File: config.mk
export PLATFORM = sky130hd
export DESIGN_NAME = dmu_sii_arb
export DESIGN_NICKNAME = d
export VERILOG_FILES = /design/src/rtl/dmu_sii_pkg.sv /design/src/rtl/dmu_sii_credit_ctr.sv /design/src/rtl/dmu_sii_arb.sv
export SDC_FILE = /design/constraint.sdc
export NUM_CORES = 1
export LEC_CHECK = 0
export CORE_AREA = 2 2 322 324
export CTS_BUF_LIST = sky130_fd_sc_hd__clkbuf_8
export DETAILED_ROUTE_END_ITERATION = 8
export DIE_AREA = 0 0 324 326
export GPL_TIMING_DRIVEN = 0
export PLACE_DENSITY_LB_ADDON = 0.15
export RECOVER_POWER = 25
export SKIP_CTS_REPAIR_TIMING = 1
export SYNTH_ARGS = -nofsm -noshare
export SYNTH_HDL_FRONTEND = slang
export SYNTH_SLANG_ARGS = --single-unit
File: constraint.sdc
create_clock -name iol2clk -period 9.9 [get_ports iol2clk]
set_input_delay 1.98 -clock iol2clk [delete_from_list [all_inputs] [get_ports iol2clk]]
set_output_delay 1.98 -clock iol2clk [all_outputs]
set_load 0.01 [all_outputs]
File: src/rtl/dmu_sii_pkg.sv
// DMU->SII arbiter shared types and constants.
// FSM states, source codes, beat counts, header codes.
package dmu_sii_pkg;

  typedef enum logic [1:0] {
    ST_IDLE,
    ST_HDR,
    ST_PLD
  } state_e;

  typedef enum logic [1:0] {
    SRC_RD  = 2'd0,
    SRC_WR  = 2'd1,
    SRC_MN  = 2'd2,
    SRC_PIO = 2'd3
  } src_e;

  localparam int WR_BEATS = 4;
  localparam int MP_BEATS = 1;

  // {datareq, datareq16, reqbypass}
  localparam logic [2:0] HDR_RD  = 3'b000;
  localparam logic [2:0] HDR_WR  = 3'b100;
  localparam logic [2:0] HDR_MN  = 3'b110;
  localparam logic [2:0] HDR_PIO = 3'b111;

  function automatic logic [7:0] parity8(input logic [127:0] d);
    logic [7:0] p;
    for (int i = 0; i < 8; i++) p[i] = ^d[16*i +: 16];
    return p;
  endfunction

endpackage

File: src/rtl/dmu_sii_credit_ctr.sv
// DMA write credit counter with saturation.
// Sticky error on a credit return beyond the pool size.
module dmu_sii_credit_ctr
  import dmu_sii_pkg::*;
#(
  parameter int WR_CREDITS = 16
) (
  input  logic       iol2clk,
  input  logic       rst,
  input  logic       issue,
  input  logic       ack,
  output logic [4:0] count,
  output logic       err
);

  localparam logic [4:0] MAX = 5'(WR_CREDITS);

  always_ff @(posedge iol2clk or posedge rst) begin
    if (rst) begin
      count <= MAX;
      err   <= 1'b0;
    end else begin
      unique case ({issue, ack})
        2'b10: count <= count - 5'd1;
        2'b01: begin
          if (count == MAX) err <= 1'b1;
          else count <= count + 5'd1;
        end
        default: ;
      endcase
    end
  end

endmodule

File: src/rtl/dmu_sii_arb.sv
// DMU->SII request arbiter: header/payload sequencer
// with pio > mn > rr(rd, wr) priority and write credits.
module dmu_sii_arb
  import dmu_sii_pkg::*;
#(
  parameter int WR_CREDITS = 16
) (
  input  logic         iol2clk,
  input  logic         rst,
  input  logic         rd_vld,
  input  logic         wr_vld,
  input  logic         mn_vld,
  input  logic         pio_vld,
  input  logic [127:0] rd_hdr,
  input  logic [127:0] wr_hdr,
  input  logic [127:0] mn_hdr,
  input  logic [127:0] pio_hdr,
  input  logic         rd_byp,
  input  logic         wr_byp,
  output logic         rd_gnt,
  output logic         wr_gnt,
  output logic         mn_gnt,
  output logic         pio_gnt,
  output logic         pld_rd,
  output logic [1:0]   pld_src,
  output logic [1:0]   pld_beat,
  input  logic [127:0] pld_data,
  input  logic [15:0]  pld_be,
  input  logic         sii_dmu_wrack_vld,
  output logic         dmu_sii_hdr_vld,
  output logic         dmu_sii_reqbypass,
  output logic         dmu_sii_datareq,
  output logic         dmu_sii_datareq16,
  output logic [127:0] dmu_sii_data,
  output logic [7:0]   dmu_sii_parity,
  output logic [15:0]  dmu_sii_be,
  output logic [4:0]   wr_credits,
  output logic         credit_err
);

  state_e       state_q, state_d;
  src_e         src_q, src_d, win_src;
  logic [1:0]   beat_q, beat_d;
  logic         rr_q, rr_d;
  logic [1:0]   last_beat;
  logic         arb_en, wr_ok, lo, win;
  logic [127:0] data_d;
  logic [15:0]  be_d;
  logic [2:0]   code_d;
  logic         hv_d;

  assign last_beat = (src_q == SRC_WR) ? 2'(WR_BEATS - 1)
                                       : 2'(MP_BEATS - 1);

  assign arb_en = !rst &&
    ((state_q == ST_IDLE) ||
     (state_q == ST_HDR && src_q == SRC_RD) ||
     (state_q == ST_PLD && beat_q == last_beat));

  assign wr_ok = wr_vld && (wr_credits != 5'd0);
  assign lo    = !pio_vld && !mn_vld;

  // rr_q=0 favours rd, rr_q=1 favours wr
  assign pio_gnt = arb_en && pio_vld;
  assign mn_gnt  = arb_en && mn_vld && !pio_vld;
  assign rd_gnt  = arb_en && lo && rd_vld && (!wr_ok || !rr_q);
  assign wr_gnt  = arb_en && lo && wr_ok && (!rd_vld || rr_q);
  assign win     = pio_gnt || mn_gnt || rd_gnt || wr_gnt;

  always_comb begin
    win_src = SRC_RD;
    unique case (1'b1)
      pio_gnt: win_src = SRC_PIO;
      mn_gnt:  win_src = SRC_MN;
      wr_gnt:  win_src = SRC_WR;
      default: win_src = SRC_RD;
    endcase
  end

  assign pld_rd =
    (state_q == ST_HDR && src_q != SRC_RD) ||
    (state_q == ST_PLD && beat_q != last_beat);
  assign pld_src  = pld_rd ? src_q : 2'd0;
  assign pld_beat = (pld_rd && state_q == ST_PLD) ? beat_q + 2'd1
                                                  : 2'd0;

  always_comb begin
    state_d = state_q;
    src_d   = src_q;
    beat_d  = beat_q;
    rr_d    = rr_q;
    if (win) begin
      state_d = ST_HDR;
      src_d   = win_src;
      beat_d  = 2'd0;
      if (rd_gnt || wr_gnt) rr_d = !rr_q;
    end else begin
      unique case (state_q)
        ST_IDLE: ;
        ST_HDR: begin
          beat_d  = 2'd0;
          state_d = (src_q == SRC_RD) ? ST_IDLE : ST_PLD;
        end
        ST_PLD: begin
          if (beat_q == last_beat) state_d = ST_IDLE;
          else beat_d = beat_q + 2'd1;
        end
        default: state_d = ST_IDLE;
      endcase
    end
  end

  always_comb begin
    data_d = '0;
    be_d   = '0;
    code_d = '0;
    hv_d   = 1'b0;
    if (win) begin
      hv_d = 1'b1;
      unique case (win_src)
        SRC_PIO: begin data_d = pio_hdr; code_d = HDR_PIO; end
        SRC_MN:  begin data_d = mn_hdr;  code_d = HDR_MN;  end
        SRC_WR:  begin
          data_d = wr_hdr;
          code_d = HDR_WR | {2'b00, wr_byp};
        end
        default: begin
          data_d = rd_hdr;
          code_d = HDR_RD | {2'b00, rd_byp};
        end
      endcase
    end else if (pld_rd) begin
      data_d = pld_data;
      be_d   = (src_q == SRC_WR) ? pld_be : 16'hFFFF;
    end
  end

  always_ff @(posedge iol2clk or posedge rst) begin
    if (rst) begin
      state_q <= ST_IDLE;
      src_q   <= SRC_RD;
      beat_q  <= 2'd0;
      rr_q    <= 1'b0;
    end else begin
      state_q <= state_d;
      src_q   <= src_d;
      beat_q  <= beat_d;
      rr_q    <= rr_d;
    end
  end

  always_ff @(posedge iol2clk or posedge rst) begin
    if (rst) begin
      dmu_sii_hdr_vld   <= 1'b0;
      dmu_sii_datareq   <= 1'b0;
      dmu_sii_datareq16 <= 1'b0;
      dmu_sii_reqbypass <= 1'b0;
      dmu_sii_data      <= '0;
      dmu_sii_parity    <= '0;
      dmu_sii_be        <= '0;
    end else begin
      dmu_sii_hdr_vld   <= hv_d;
      dmu_sii_datareq   <= code_d[2];
      dmu_sii_datareq16 <= code_d[1];
      dmu_sii_reqbypass <= code_d[0];
      dmu_sii_data      <= data_d;
      dmu_sii_parity    <= parity8(data_d);
      dmu_sii_be        <= be_d;
    end
  end

  dmu_sii_credit_ctr #(
    .WR_CREDITS(WR_CREDITS)
  ) u_credit (
    .iol2clk(iol2clk),
    .rst    (rst),
    .issue  (wr_gnt),
    .ack    (sii_dmu_wrack_vld),
    .count  (wr_credits),
    .err    (credit_err)
  );

endmodule

# Word-level counts from Yosys, hierarchy flattened
# Cells that the tools add are included.
# totals
ff_bits	169
latch_bits	0
ramBits	0
mem_bits_ro	0
out_inout_bits	171
word_cells	103
n_memories	0
# classes
add_sub_neg	3
multipliers	0
div	0
order_cmp	0
n_eq_ne	15
shifts	0
n_mux	22
bitwise	0
n_reduce_logical	50
# ops
cell	count
case mux 128 bit (3 select lines)	1
2-to-1 mux 128 bit	2
XOR reduction 16 bit	8
2-to-1 mux 16 bit	3
logical AND 1 bit	16
2-to-1 mux 2 bit	8
case mux 2 bit (3 select lines)	2
case mux 5 bit (2 select lines)	1
AND reduction 2 bit	5
logical OR 1 bit	9
case mux 3 bit (3 select lines)	1
equality test 2 x 1 -> 1 bit, second input constant	4
equality test 2 bit, second input constant	4
zero test 1 bit	6
adder 5 x 1 -> 5 bit, second input constant	1
equality test 5 bit, second input constant	1
2-to-1 mux 5 bit	1
nonzero test 5 bit	1
subtractor 5 x 1 -> 5 bit, second input constant	1
zero test 2 bit	2
inequality test 2 bit, second input constant	2
case mux 2 bit (2 select lines)	1
nonzero test 2 bit	2
2-to-1 mux 3 bit	1
7 further kinds	7

# Longest topological paths before layout
# logic_depth
depth_word	14
mapped_depth	13
depth_no_buf	10

# Modules after synthesis
# From an unflattened synthesis, not the netlist that was laid out.
# unflattened
cells_unflattened	925
area_unflattened_um2	10034.6
# by_module_without_submodules
mod	n_inst	cells_each	area_per_inst_um2	seq_area_each_um2
dmu_sii_arb	1	892	9633.0	4078.9
dmu_sii_credit_ctr	1	33	401.6	151.4

# Least setup slack after synthesis
# No wires, ideal clock.
# synth_timing
path_type	input to register
from	in rst
to	reg dmu_sii_parity[2]
arrival_time_ns	8.748
setup_slack_ns	1.018
path_stages	9
n_path_buf	2
cell_sequence	clkbuf_1 > inv_1 > clkbuf_1 > o211ai_1 > o211ai_1 > xor2_1 > xnor2_1 > xnor2_1 > xnor3_1
# synth_via
elab_chain_len	10
# synth_lines
item	line_no	rtl
start, declared	dmu_sii_arb.sv:9	input logic rst,
zero test 1 bit (no line) (*)	n/a	
logical AND 1 bit (*)	dmu_sii_arb.sv:55	assign arb_en = !rst &&
logical AND 1 bit	dmu_sii_arb.sv:66, dmu_sii_arb.sv:67	
logical AND 1 bit (2 in a row)	dmu_sii_arb.sv:67	assign wr_gnt = arb_en && lo && wr_ok && (!rd_vld || rr_q);
case mux 2 bit (3 select lines)	dmu_sii_arb.sv:72	unique case (1'b1)
equality test 2 x 1 -> 1 bit / equality test 2 bit (equally long branches)	dmu_sii_arb.sv:120	unique case (win_src)
case mux 128 bit (3 select lines)	dmu_sii_arb.sv:120	
2-to-1 mux 128 bit (*)	dmu_sii_arb.sv:118	if (win) begin
net data_d[40]	dmu_sii_arb.sv:47	logic [127:0] data_d;
XOR reduction 16 bit (*)	dmu_sii_pkg.sv:29	for (int i = 0; i < 8; i++) p[i] = ^d[16*i +: 16];
end signal, assigned	dmu_sii_arb.sv:167	dmu_sii_parity <= parity8(data_d);
end, declared	dmu_sii_arb.sv:35	output logic [7:0] dmu_sii_parity,
# Mark *: on every way through the listed nets, which the timed path passes. The rest lies on a longest branch.
# A chain may end at the register's enable or synchronous reset.

# Worst setup path after layout
# layout_timing
from	in pio_vld
to	out mn_gnt
# layout_via
elab_chain_len	2
# layout_lines
item	line_no	rtl
start, declared	dmu_sii_arb.sv:13	input logic pio_vld,
zero test 1 bit	dmu_sii_arb.sv:65	assign mn_gnt = arb_en && mn_vld && !pio_vld;
logical AND 1 bit	dmu_sii_arb.sv:65	
end, declared	dmu_sii_arb.sv:22	output logic mn_gnt,
# Every way passes these cells.

==> flow_summary.yaml <==
global_route:
  antenna_found_initial: 17
  grt_start_max_net_pins: 56
  grt_pass1_vias: 14790
  grt.overflow.total: 0
  track_usage_pct: 19.26
  grt_pass1_wl_mm: 135.1
clock_network:
  numCtsBuffers: 17
  clock_path_buffers: 2
  path_clk_slew_ps: 110
  cts_sinks: 169
  clk_latency_ps: 630
  root_buffer: "clkbuf_8"
  cts_tree: "yes"
  h-tree-depth: 4
critical_path:
  start_kind: "primary input"
  crit_path_end_kind: "output pin"
  rrSetupSlack_ps: 4460
  worstPathMaxFanout: 10
  rr_endpoint: "dmu_sii_parity[5]$_DFF_PP0_"
  r2r_cells: 11
  cp.required_ps: 7920
  critical_path_class: "in -> out"
  cp_data_arrival_time_ps: 6220
  r2r-start: "beat_q[1]$_DFFE_PP0P_"
finish:
  final_cell_area_mm2: 0.02180
  final_cell_mix: "clkdlybuf4s50_1, dfrtp_1, a22o_1"
  final_common_cell: "clkdlybuf4s50_1"
  drive_above_1_share_pct: 5.216
  syn_to_final_growth_pct: 94.83
  fin_nets: 2650
logic_synthesis:
  ys_ff_latch: 169
  ys_seq_area_share_pct: 37.80
  synth_nets: 1793
  postSynthCellCount: 1124
  synth_flop_cell: "dfrtp_1"
  synthArstFlopShare_pct: 100.0
  yosysUniqueCellTypes: 59
  syn_area_mm2: 0.01119
  synth_edf_count: 0
  ys_warn_count: 0
  avgSynthCellArea_um2: 9.956
detailed_routing:
  drtAntennaViolNets: 0
  wl_per_cell_um: 31.00
  first_iter_violations: 972
  drtPass1Iterations: 9
  vias: 13830
  via_per_inst: 4.086
  drc_errors: 0
  finalWirelength_mm: 104.9
floorplanning:
  dieArea_mm2: 0.1056
  die_h_um: 326
  die_w_um: 324
  placementRows: 118
  ioPinCount: 836
  core_mm2: 0.1026
  start_util_pct: 10.91
pwr:
  irDropWorstVdd_uv: 88.75
  power_leakage_nw: 8.383
  p_per_area_mw_per_mm2: 246.0
hold_path:
  worstHoldEndpoint: "rr_q$_DFFE_PP0P_"
  hold_path_depth: 1
  hold_class: "reg -> reg"
  min-delay-start: "rr_q$_DFFE_PP0P_"
timing:
  period_share_pct: 82.84
  maxSlewViolCount: 78
  clock-skew-final_ps: 24.86
  holdWs_ps: 492.5
  hold_viol: 0
  slew_headroom_pct: -94.40
  fmax_mhz: 121.9
  worst_pin_slew_ps: 2916
  setup_violations: 0
  min_period_ps: 8202
  rsz0062_at_grt: "no"
place:
  placed_area_mm2: 0.02137
  hpwl_mm: 87.79
  numPortBuffers: 834
  place.gp.congestion: 0.9364
job:
  maxCapViolations: 2
status:
  violations: "max-capacitance violations, max-slew violations"
  status: "finished with violations"
==> where the power goes <==
group	total (mW)	switching, mW	internal [mW]
Combinational	3.65	1.93	1.71
Clock	0.628	0.355	0.273
Sequential	1.09	0.106	0.984
==> state kept, by name, indices dropped and copies added, names as in the netlist <==
name and flops:
dmu_sii_reqbypass 1, dmu_sii_datareq 1, dmu_sii_datareq16 1, beat_q 2, dmu_sii_data 128, state_q 2
dmu_sii_parity 8, dmu_sii_hdr_vld 1, src_q 2, rr_q 1, dmu_sii_be 16, u_credit.count 5
u_credit.err 1
==> logic make-up after synthesis <==
logic type,Yosys count,share of synthesized area (%)
flip-flops,169,37.80
AO/OA/AOI/OAI,411,28.75
buffers and inverters,124,5.300
adder cells (fa/ha/maj),4,0.5144
XOR/XNOR,93,11.44
AND/OR/NAND/NOR,276,11.97
multiplexers,47,4.226
==> through the flow <==
| stage | setup slack [ps] | utilization [%] | power, mW | instances | setup TNS [ps] |
|---|---|---|---|---|---|
| 2_1_floorplan | 816.1 | - | 2.827 | 1124 | 0 |
| 3_3_place_gp | -4787 | 20.72 | 4.848 | 3338 | -838410 |
| 3_5_place_dp | 1675 | 20.82 | 4.853 | 3342 | 0 |
| 4_1_cts | 1674 | 21.25 | 5.533 | 3374 | 0 |
| 5_1_grt | 1438 | 21.24 | 5.681 | 3379 | 0 |
| 6_report | 1698 | 21.25 | 5.364 | 3384 | 0 |
==> area by class of cell <==
cell class / instances / area, um2
diodes: 10 / 25.02
plain buffers: 113 / 553.0
clock buffers: 20 / 275.3
clock inverters: 12 / 158.9
fillers: 11270 / 80810
inverters: 11 / 41.29
multi-input cells: 831 / 6371
flip-flops and latches: 169 / 4230
well taps: 1380 / 1727
repair buffers: 838 / 8422
==> worst max-delay path by stage <==
| stage | slack (ps) | endpoint | from |
|---|---|---|---|
| floorplan | 820 | beat_q[0]$_DFFE_PP0P_ | rst |
| global placement | -4790 | dmu_sii_data[105]$_DFF_PP0_ | rst |
| detailed placement | 1680 | pio_gnt | pio_vld |
| CTS | 1670 | pio_gnt | pio_vld |
| global route | 1440 | dmu_sii_parity[4]$_DFF_PP0_ | rst |
| finish | 1700 | mn_gnt | pio_vld |
==> worst max-delay path, cell delays in order <==
cell and delay (ps):
dlygate4sd3_1 550, clkbuf_1 380, nor3b_1 810, clkbuf_1 1050, buf_2 630, and2_1 240
clkdlybuf4s50_1 580
==> cells in the mapped netlist, drive strengths merged (4+ instances only) <==
master	n	area share, %
mux2i	45	4.0
and2	49	2.7
buf	51	2.9
a221o	41	3.7
o211ai	82	5.5
o2bb2ai	11	0.86
o21ai	44	2.0
nor2	48	1.7
o221ai	4	0.31
xor3	9	1.9
a222oi	26	2.3
xor2	16	1.3
nor3	4	0.31
xnor2	44	3.4
inv	11	0.37
clkbuf	62	2.1
a21oi	45	2.0
dfrtp	168	38
a21o	4	0.27
a22oi	22	1.5
xnor3	24	4.8
a31oi	13	0.86
nand3	78	3.5
a22o	110	8.6
nand2	82	2.8
==> routing by layer <==
layer | routed length [um] | global-route usage (%) | up-vias
met3 | 6557 | 4.240 | 107
met5 | 73 | 0 | -
met2 | 51280 | 33.01 | 735
met1 | 44120 | 23.71 | 6943
li1 | - | - | 6030
met4 | 2881 | 6.300 | 12
Note: power is estimated with default switching activity, not from simulation.
